===== src/rtl/boot_loader_wb128_if.sv =====
// Wishbone write-port bundle between the boot loader (master) and the
// 128-bit boot memory (slave).
interface boot_loader_wb128_if;
  logic [31:0]  adr;
  logic [15:0]  sel;
  logic         we;
  logic [127:0] dat;
  logic         cyc;
  logic         stb;
  logic         ack;
  logic         err;

  modport master (
    output adr, sel, we, dat, cyc, stb,
    input  ack, err
  );

  modport slave (
    input  adr, sel, we, dat, cyc, stb,
    output ack, err
  );
endinterface


===== src/rtl/boot_loader_wb128.sv =====
// Boot loader: packs four 32-bit image words (first word = LSW) into a
// 128-bit line and writes each line over Wishbone to consecutive 16-byte
// addresses from BASE_ADDR. Aborts with a sticky error on bus error or ack
// timeout.
module boot_loader_wb128 #(
  parameter logic [31:0] BASE_ADDR = 32'h0000_0000,
  parameter int          LINES     = 1024,
  parameter int          TIMEOUT   = 16
) (
  input  logic        clk,
  input  logic        reset,
  input  logic        scan_in0,
  input  logic        scan_in1,
  input  logic        scan_in2,
  input  logic        scan_in3,
  input  logic        scan_in4,
  input  logic        scan_enable,
  input  logic        test_mode,
  output logic        scan_out0,
  output logic        scan_out1,
  output logic        scan_out2,
  output logic        scan_out3,
  output logic        scan_out4,
  input  logic        i_start,
  input  logic [31:0] i_dat,
  input  logic        i_valid,
  output logic        o_ready,
  output logic        o_busy,
  output logic        o_done,
  output logic        o_err,
  boot_loader_wb128_if.master wb
);

  localparam int CW = $clog2(LINES + 1);
  localparam int TW = $clog2(TIMEOUT);

  typedef enum logic [2:0] {
    S_IDLE,
    S_FILL,
    S_WRITE,
    S_DONE,
    S_ERROR
  } state_t;

  state_t          state_reg,    state_next;
  logic [1:0]      word_idx_reg, word_idx_next;
  logic [CW-1:0]   line_cnt_reg, line_cnt_next;
  logic [TW-1:0]   tmo_cnt_reg,  tmo_cnt_next;
  logic [31:0]     adr_reg,      adr_next;
  logic [127:0]    dat_reg,      dat_next;
  logic            err_reg,      err_next;
  logic [CW-1:0]   line_cnt_inc;

  assign line_cnt_inc = line_cnt_reg + CW'(1);

  // Scan chain is only meaningful in test mode; in functional mode the
  // outputs sit at 0.
  assign scan_out0 = scan_enable & test_mode & scan_in0;
  assign scan_out1 = scan_enable & test_mode & scan_in1;
  assign scan_out2 = scan_enable & test_mode & scan_in2;
  assign scan_out3 = scan_enable & test_mode & scan_in3;
  assign scan_out4 = scan_enable & test_mode & scan_in4;

  // State and datapath registers; the async reset drops the bus cycle at once.
  always_ff @(posedge clk or negedge reset) begin
    if (!reset) begin
      state_reg    <= S_IDLE;
      word_idx_reg <= '0;
      line_cnt_reg <= '0;
      tmo_cnt_reg  <= '0;
      adr_reg      <= BASE_ADDR;
      dat_reg      <= '0;
      err_reg      <= 1'b0;
    end else begin
      state_reg    <= state_next;
      word_idx_reg <= word_idx_next;
      line_cnt_reg <= line_cnt_next;
      tmo_cnt_reg  <= tmo_cnt_next;
      adr_reg      <= adr_next;
      dat_reg      <= dat_next;
      err_reg      <= err_next;
    end
  end

  // Next-state and datapath update logic.
  always_comb begin
    state_next    = state_reg;
    word_idx_next = word_idx_reg;
    line_cnt_next = line_cnt_reg;
    tmo_cnt_next  = tmo_cnt_reg;
    adr_next      = adr_reg;
    dat_next      = dat_reg;
    err_next      = err_reg;

    case (state_reg)
      // ERROR reports o_busy=0, so a start there is honoured like in IDLE.
      S_IDLE, S_ERROR: begin
        state_next = S_IDLE;
        if (i_start) begin
          err_next      = 1'b0;
          line_cnt_next = '0;
          word_idx_next = '0;
          tmo_cnt_next  = '0;
          adr_next      = BASE_ADDR;
          state_next    = S_FILL;
        end
      end

      S_FILL: begin
        if (i_valid) begin
          dat_next[{word_idx_reg, 5'd0} +: 32] = i_dat;
          word_idx_next = word_idx_reg + 2'd1;
          if (word_idx_reg == 2'd3) begin
            state_next = S_WRITE;
          end
        end
      end

      S_WRITE: begin
        tmo_cnt_next = tmo_cnt_reg + TW'(1);
        // Error wins over a simultaneous ack.
        if (wb.err || (!wb.ack && tmo_cnt_reg == TW'(TIMEOUT - 1))) begin
          err_next     = 1'b1;
          tmo_cnt_next = '0;
          state_next   = S_ERROR;
        end else if (wb.ack) begin
          tmo_cnt_next  = '0;
          adr_next      = adr_reg + 32'd16;
          line_cnt_next = line_cnt_inc;
          state_next    = (line_cnt_inc == CW'(LINES)) ? S_DONE : S_FILL;
        end
      end

      S_DONE: begin
        state_next = S_IDLE;
      end

      default: begin
        state_next = S_IDLE;
      end
    endcase
  end

  // Outputs decoded straight from the registered state.
  always_comb begin
    o_ready = (state_reg == S_FILL);
    o_busy  = (state_reg == S_FILL) || (state_reg == S_WRITE) || (state_reg == S_DONE);
    o_done  = (state_reg == S_DONE);
    o_err   = err_reg;
    wb.cyc  = (state_reg == S_WRITE);
    wb.stb  = (state_reg == S_WRITE);
    wb.we   = (state_reg == S_WRITE);
    wb.sel  = {16{state_reg == S_WRITE}};
    wb.adr  = adr_reg;
    wb.dat  = dat_reg;
  end

endmodule


===== src/flat_wrapper.sv =====
// flat-port wrapper written by rule: the top's interface ports become plain ports
module boot_loader_wb128_flat 
#(
  parameter logic [31:0] BASE_ADDR = 32'h0000_0000,
  parameter int          LINES     = 1024,
  parameter int          TIMEOUT   = 16
)
  (clk, reset, scan_in0, scan_in1, scan_in2, scan_in3, scan_in4, scan_enable, test_mode, scan_out0, scan_out1, scan_out2, scan_out3, scan_out4, i_start, i_dat, i_valid, o_ready, o_busy, o_done, o_err, wb_adr, wb_sel, wb_we, wb_dat, wb_cyc, wb_stb, wb_ack, wb_err);
  boot_loader_wb128_if wb_i ();
  input  logic clk;
  input  logic reset;
  input  logic scan_in0;
  input  logic scan_in1;
  input  logic scan_in2;
  input  logic scan_in3;
  input  logic scan_in4;
  input  logic scan_enable;
  input  logic test_mode;
  output logic scan_out0;
  output logic scan_out1;
  output logic scan_out2;
  output logic scan_out3;
  output logic scan_out4;
  input  logic i_start;
  input  logic [31:0] i_dat;
  input  logic i_valid;
  output logic o_ready;
  output logic o_busy;
  output logic o_done;
  output logic o_err;
  output wire logic [$bits(wb_i.adr)-1:0] wb_adr;
  output wire logic [$bits(wb_i.sel)-1:0] wb_sel;
  output wire logic [$bits(wb_i.we)-1:0] wb_we;
  output wire logic [$bits(wb_i.dat)-1:0] wb_dat;
  output wire logic [$bits(wb_i.cyc)-1:0] wb_cyc;
  output wire logic [$bits(wb_i.stb)-1:0] wb_stb;
  input wire logic [$bits(wb_i.ack)-1:0] wb_ack;
  input wire logic [$bits(wb_i.err)-1:0] wb_err;
  assign wb_adr = wb_i.adr;
  assign wb_sel = wb_i.sel;
  assign wb_we = wb_i.we;
  assign wb_dat = wb_i.dat;
  assign wb_cyc = wb_i.cyc;
  assign wb_stb = wb_i.stb;
  assign wb_i.ack = wb_ack;
  assign wb_i.err = wb_err;
  boot_loader_wb128 #(.BASE_ADDR(BASE_ADDR), .LINES(LINES), .TIMEOUT(TIMEOUT)) u_core (.clk(clk), .reset(reset), .scan_in0(scan_in0), .scan_in1(scan_in1), .scan_in2(scan_in2), .scan_in3(scan_in3), .scan_in4(scan_in4), .scan_enable(scan_enable), .test_mode(test_mode), .scan_out0(scan_out0), .scan_out1(scan_out1), .scan_out2(scan_out2), .scan_out3(scan_out3), .scan_out4(scan_out4), .i_start(i_start), .i_dat(i_dat), .i_valid(i_valid), .o_ready(o_ready), .o_busy(o_busy), .o_done(o_done), .o_err(o_err), .wb(wb_i));
endmodule

===== config.mk =====
export PLATFORM = sky130hd
export DESIGN_NAME = boot_loader_wb128_flat
export DESIGN_NICKNAME = d
export VERILOG_FILES = /design/src/rtl/boot_loader_wb128_if.sv /design/src/rtl/boot_loader_wb128.sv /design/src/flat_wrapper.sv
export SDC_FILE = /design/constraint.sdc
export NUM_CORES = 1
export LEC_CHECK = 0
export ABC_AREA = 1
export CAP_MARGIN = 10
export CORE_ASPECT_RATIO = 1.2
export CORE_UTILIZATION = 34
export DETAILED_ROUTE_END_ITERATION = 8
export PLACE_DENSITY = 0.69
export SETUP_SLACK_MARGIN = 0.5
export SYNTH_ARGS = -nofsm -noshare
export SYNTH_HDL_FRONTEND = slang
export SYNTH_SLANG_ARGS = --single-unit

===== constraint.sdc =====
create_clock -name clk -period 2 [get_ports clk]
set_input_delay 0.4 -clock clk [delete_from_list [all_inputs] [get_ports clk]]
set_output_delay 0.4 -clock clk [all_outputs]
set_load 0.005 [all_outputs]

==> results of run 1 <==
synth_stat cells, drive strengths merged:
| cell | number |
|---|---|
| o22ai | 6 |
| buf | 62 |
| conb | 1 |
| nor2 | 81 |
| nand3 | 88 |
| a21o | 1 |
| clkbuf | 16 |
| o21ai | 157 |
| nor3 | 19 |
| o31ai | 1 |
| nand2 | 238 |
| nand4 | 32 |
| or2 | 2 |
| inv | 61 |
| dfrtp | 177 |
| o21a | 50 |
| ha | 10 |
| xnor2 | 1 |
| xor2 | 5 |
| and3 | 1 |
| a21oi | 10 |
final cells by class:
class / count / area, µm² / area share
repair buffers: 380 / 4070 / 0.296
multi-input cells: 706 / 3990 / 0.290
well taps: 325 / 407 / 0.0296
flip-flops and latches: 177 / 4440 / 0.323
clock buffers: 17 / 425 / 0.0310
clock inverters: 15 / 161 / 0.0117
inverters: 61 / 248 / 0.0180
metal layers:
metal	up-vias	share of wire	wire length (µm)	global-route usage
met4	0	0.020	651	0.0584
met1	4285	0.37	12100	0.267
met2	364	0.53	17100	0.425
met5	-	0	0	0
li1	4058	-	-	-
met3	52	0.080	2580	0.0669
power groups by stage:
| stage | clock (µW) | sequential (µW) | combinational, µW |
|---|---|---|---|
| 6_report | 3330 | 5330 | 8180 |
| 5_1_grt | 3530 | 5430 | 8750 |
| 4_1_cts | 3380 | 5300 | 7150 |
| 2_1_floorplan | 0 | 5340 | 3240 |
| 3_3_place_gp | 0 | 5350 | 6460 |
| 3_5_place_dp | 0 | 5380 | 6520 |
worst max-delay path, stage by stage (launching register included):
cell,delay [ps]
dfrtp_1,440
nor3_4,230
buf_6,140
buf_12,120
clkdlybuf4s15_2,200
metrics by stage:
step	utilization	TNS, ps
2_1_floorplan	-	0
3_3_place_gp	0.455	0
3_5_place_dp	0.455	0
4_1_cts	0.520	0
5_1_grt	0.553	-12.2
6_report	0.553	0
worst max path at each step:
stage / start / to / cells after the start
CTS: u_core.state_reg[2]$_DFFE_PN0P_ / wb_sel[8] / 4
global route: u_core.state_reg[2]$_DFFE_PN0P_ / wb_sel[11] / 4
finish: u_core.state_reg[0]$_DFFE_PN0P_ / wb_sel[8] / 4
detailed placement: scan_enable / scan_out0 / 4
global placement: scan_enable / scan_out0 / 4
floorplan: u_core.word_idx_reg[0]$_DFFE_PN0P_ / u_core.wb.dat[76]$_DFFE_PN0P_ / 11
cell families (layout without fill, tap and decap cells):
group | after synthesis | in the layout | share of synthesized area
and+or+nand+nor | 461 | 461 | 0.239
xor gates and xnor gates | 6 | 6 | 0.00609
DFF | 177 | 177 | 0.513
AOI/OAI and AO/OA | 225 | 225 | 0.147
adders and majority gates | 10 | 10 | 0.0145
other | 1 | 4 | 0.000434
buffers and inverters | 139 | 473 | 0.0800
what timing repair did:
item / in CTS / in global routing
setup endpoints to repair: 357 / 255
pin swaps: 14 / 38
buffers inserted: 67 / 25
endpoints found under the hold margin: 63 / 0
gates resized for setup: 425 / 206
hold buffers: 1 / 0
cloned: 13 / 12
==> flow_metrics.env, run 1 <==
export IMPL_status="complete, no violations"
export IMPL_min_path_type="in2async"
export IMPL_gr_total_overflow=0
export IMPL_initial_utilization=0.348
export IMPL_area_delta_synth_final_pct=59.1
export IMPL_die_y_um=177
export IMPL_place_area_um2=11300
export IMPL_cp_end_kind="primary output"
export IMPL_num_rows=63
export IMPL_setup_ws_ps=49.9
export IMPL_fin_cells=1681
export IMPL_ys_seq_area_frac=0.513
export IMPL_grt_pass1_wl_um=46500
export IMPL_min_period_ps=1950
export IMPL_clkSinkCount=177
export IMPL_synth_seq_cells=177
export IMPL_cts_max_level=4
export IMPL_powerDensity_nw_per_um2=1230
export IMPL_hpwl_um=19700
export IMPL_num_io_pins=233
export IMPL_dp_cells=1531
export IMPL_die_area_um2=26000
export IMPL_r2r_start="u_core.state_reg[1]$_DFFE_PN0P_"
export IMPL_fin_crit_sh=0.975
export IMPL_core_area_um2=24800
export IMPL_antenna_found_initial=0
export IMPL_drc=0
export IMPL_cp_max_fo=14
export IMPL_portBuffers=228
export IMPL_totalWireLength_um=32400
export IMPL_final_common_cell="nand2_1"
export IMPL_synth_distinct_cells=36
export IMPL_dp_slack_ps=13.3
export IMPL_worst_ep_arrival_time_ps=1550
export IMPL_yosys_area_top_type="dfrtp_1"
export IMPL_hold_slack_ps=316
export IMPL_layout_common_cells="220 x nand2_1, 171 x dfrtp_1, 112 x clkdlybuf4s15_1"
export IMPL_largest_reg_flops=128
export IMPL_rsz0062_at_grt="true"
export IMPL_setup_violations_final=0
export IMPL_synth_warnings=0
export IMPL_yosys_top_cells_area="dfrtp_1 51%, nand2_1 10%, o21ai_0 6.4%"
export IMPL_rrSetupSlack_ps=70
export IMPL_leakage_uw=0.00665
export IMPL_dr_pass1_iters=5
export IMPL_slew_headroom=0.565
export IMPL_drive_gt1_frac=0.253
export IMPL_power_uw=16800
export IMPL_clock_latency_ps=440
export IMPL_fin_nets=1398
export IMPL_pwr_share_comb=0.486
export IMPL_diodes=0
export IMPL_ant_nets=0
export IMPL_final_setup_skew_ps=15.1
export IMPL_synth_top_area_frac=0.513
export IMPL_grt_max_degree=110
export IMPL_worstMarginPinSlew_ps=652
export IMPL_cts_path_max_buffers=2
export IMPL_grt_pass1_vias=8415
export IMPL_final_design_area_no_fill_um2=13700
export IMPL_fmax_ghz=0.513
export IMPL_r2r_cells=14
export IMPL_syn_avg_cell_area_um2=8.47
export IMPL_gp_congestion=0.911
export IMPL_numCtsBuffers=17
export IMPL_die_x_um=147
export IMPL_tritoncts="built"
export IMPL_p_seq_frac=0.316
export IMPL_r2r_end="u_core.wb.adr[20]$_DFFE_PN0P_"
export IMPL_synth_area_um2=8640
export IMPL_clk_pin_slew_ps=70
export IMPL_postSynthCellCount=1019
export IMPL_p_switching_uw=6480
export IMPL_maxCapViolCount=0
export IMPL_drt_iter0_markers=475
export IMPL_path_class="reg2out"
export IMPL_ir_worst_vdd_mv=0.647
export IMPL_grt_use_total=0.233
export IMPL_p_clk_frac=0.198
export IMPL_final_hold_viol_count=0
export IMPL_cp_start_kind="flop"
export IMPL_required_ps=1600
export IMPL_cts_root_buf="clkbuf_16"
export IMPL_maxSlewViolCount=0
export IMPL_fillers=2179
export IMPL_p_sw_frac=0.385
export IMPL_power_internal_uw=10400
export IMPL_wl_per_cell_um=19.3
export IMPL_avgViaCountPerCell=5.21
export IMPL_route_vias_total=8759
(Power assumes the default switching activity.)
==> run 2, diff against run 1 <==
CORE_ASPECT_RATIO = default   (was 1.2)
CORE_UTILIZATION = 30   (was 34)
PLACE_DENSITY = 0.63   (was 0.69)
==> run 2 against run 1 <==
Net effect: the run now ends with setup timing left; clock power rose by 6.6%; hold slack improved by 150 ps; sequential power about the same; cell area rose by 12%; non-clock buffer count is 70 higher; count of clock-buffer cells in the layout up 1; core utilization fell by 0.70 points; critical path depth up 8; worst setup slack got worse by 58 ps; routed wire length rose by 8.5%; clock skew up 2.9 ps; via count rose by 4.2%; critical endpoint is now u_core.wb.adr[17]$_DFFE_PN0P_; largest cell class is now buffers.
==> flow_metrics.env, run 2 (synthesized netlist as in run 1, its figures left out) <==
export IMPL_drive_gt1_frac=0.384
export IMPL_cts_max_level=4
export IMPL_fmax_ghz=0.498
export IMPL_setup_violations_final=2
export IMPL_area_delta_synth_final_pct=77.7
export IMPL_largest_reg_flops=128
export IMPL_fin_util=0.546
export IMPL_gr_total_overflow=0
export IMPL_fin_nets=1471
export IMPL_hpwl_um=19600
export IMPL_clkSinkCount=177
export IMPL_antenna_found_initial=0
export IMPL_clk_pin_slew_ps=90
export IMPL_route_vias_total=9126
export IMPL_leakage_uw=0.00780
export IMPL_status="finished, violations left"
export IMPL_num_rows=61
export IMPL_gp_congestion=0.924
export IMPL_cp_end_kind="flop"
export IMPL_required_ps=2320
export IMPL_fin_crit_sh=1.00
export IMPL_tritoncts="built"
export IMPL_finalSetupTns_ps=-8.73
export IMPL_rsz0062_at_grt="true"
export IMPL_num_io_pins=233
export IMPL_final_setup_skew_ps=18.0
export IMPL_die_y_um=172
export IMPL_cts_path_max_buffers=2
export IMPL_grt_max_degree=53
export IMPL_totalWireLength_um=35100
export IMPL_core_area_um2=28100
export IMPL_die_area_um2=29500
export IMPL_final_hold_viol_count=0
export IMPL_drc=0
export IMPL_worst_ep_arrival_time_ps=2320
export IMPL_grt_pass1_vias=9090
export IMPL_drt_iter0_markers=625
export IMPL_violations="setup timing"
export IMPL_setup_ws_ps=-7.92
export IMPL_final_common_cell="nand2_1"
export IMPL_clock_latency_ps=450
export IMPL_hold_slack_ps=464
export IMPL_initial_utilization=0.307
export IMPL_avgViaCountPerCell=5.05
export IMPL_r2r_cells=12
export IMPL_cp_max_fo=5
export IMPL_min_period_ps=2010
export IMPL_wl_per_cell_um=19.4
export IMPL_path_class="reg2reg"
export IMPL_dp_slack_ps=-27.6
export IMPL_cts_root_buf="clkbuf_16"
export IMPL_ir_worst_vdd_mv=0.745
export IMPL_portBuffers=228
export IMPL_dr_pass1_iters=5
export IMPL_ant_nets=0
export IMPL_maxCapViolCount=0
export IMPL_cp_start_kind="flop"
export IMPL_min_path_type="in2async"
export IMPL_r2r_start="u_core.state_reg[2]$_DFFE_PN0P_"
export IMPL_grt_pass1_wl_um=52000
export IMPL_power_uw=19000
export IMPL_diodes=0
export IMPL_numCtsBuffers=17
export IMPL_layout_common_cells="209 x nand2_1, 167 x dfrtp_1, 110 x buf_4"
export IMPL_grt_use_total=0.233
export IMPL_powerDensity_nw_per_um2=1240
export IMPL_die_x_um=172
export IMPL_maxSlewViolCount=0
export IMPL_setup_worst_path_start="u_core.state_reg[2]$_DFFE_PN0P_"
-- run 2: changes by cell type in the layout (fill, tap and decap cells not counted), sizes merged --
cell | before | now
dlygate4sd2 | 5 | 2
clkbuf | 58 | 54
clkinv | 6 | 7
clkdlybuf4s15 | 115 | 54
dlymetal6s2s | 23 | 62
buf | 158 | 255
nor2 | 81 | 82
nand3 | 88 | 89
bufbuf | 1 | 2
nand2 | 238 | 239
clkdlybuf4s50 | 36 | 38
clkinvlp | 2 | 0
-- run 2: critical path: stages, from the launching register on --
cell	delay [ps]
dfrtp_2	450
buf_6	130
buf_4	130
buf_6	110
nor2_4	130
nand2_4	80
nand2_4	120
buf_12	130
nand3_4	140
buf_4	180
buf_6	110
nand2_1	90
o21ai_2	80
-- run 2: path summary, 6_finish.rpt --
path                                             endpoint  slack, ps
max                         u_core.wb.adr[17]$_DFFE_PN0P_         -8
min reg2reg                u_core.wb.dat[104]$_DFFE_PN0P_        480
max reg2reg                 u_core.wb.adr[17]$_DFFE_PN0P_         -8
min in group clk           u_core.wb.dat[104]$_DFFE_PN0P_        480
min                         u_core.wb.dat[12]$_DFFE_PN0P_        460
max in group asynchronous   u_core.wb.adr[21]$_DFFE_PN0P_        830
-- run 2: area by class of cell --
class | count | area (µm²)
fill | 2434 | 12700
sequential | 177 | 4440
timing repair buffer | 450 | 5040
clock buffer | 18 | 439
tap | 378 | 473
multi-input combinational | 709 | 4530
inverter | 61 | 249
clock inverter | 14 | 178
-- run 2: power by group --
part / switching (µW) / internal, µW / total, µW
logic: 4950 / 5230 / 10200
clock network: 1800 / 1740 / 3550
registers: 685 / 4630 / 5320
-- run 2: per-stage QoR --
| stage | cell area, µm² | std cells |
|---|---|---|
| finish | 15300 | 1807 |
| global route | 15300 | 1807 |
| CTS | 14100 | 1748 |
| detailed placement | 11400 | 1585 |
| global placement | 11400 | 1585 |
| floorplan | 8860 | 1022 |
-- run 2: routing by layer --
metal  track usage  vias to the layer above  part of all wire
met2         0.400                      394              0.51
met4        0.0800                        0             0.027
met1         0.273                     4470              0.38
met5             0                        -                 0
li1              -                     4187                 -
met3        0.0711                       75             0.087
-- run 2: repair_timing --
action                     in CTS  in global routing
resized for setup             507                305
cloned                         30                  2
hold endpoints to repair       42                  0
setup endpoints to repair     359                310
setup buffers                 100                 57
hold buffers                    1                  0
pin swaps                      32                 93
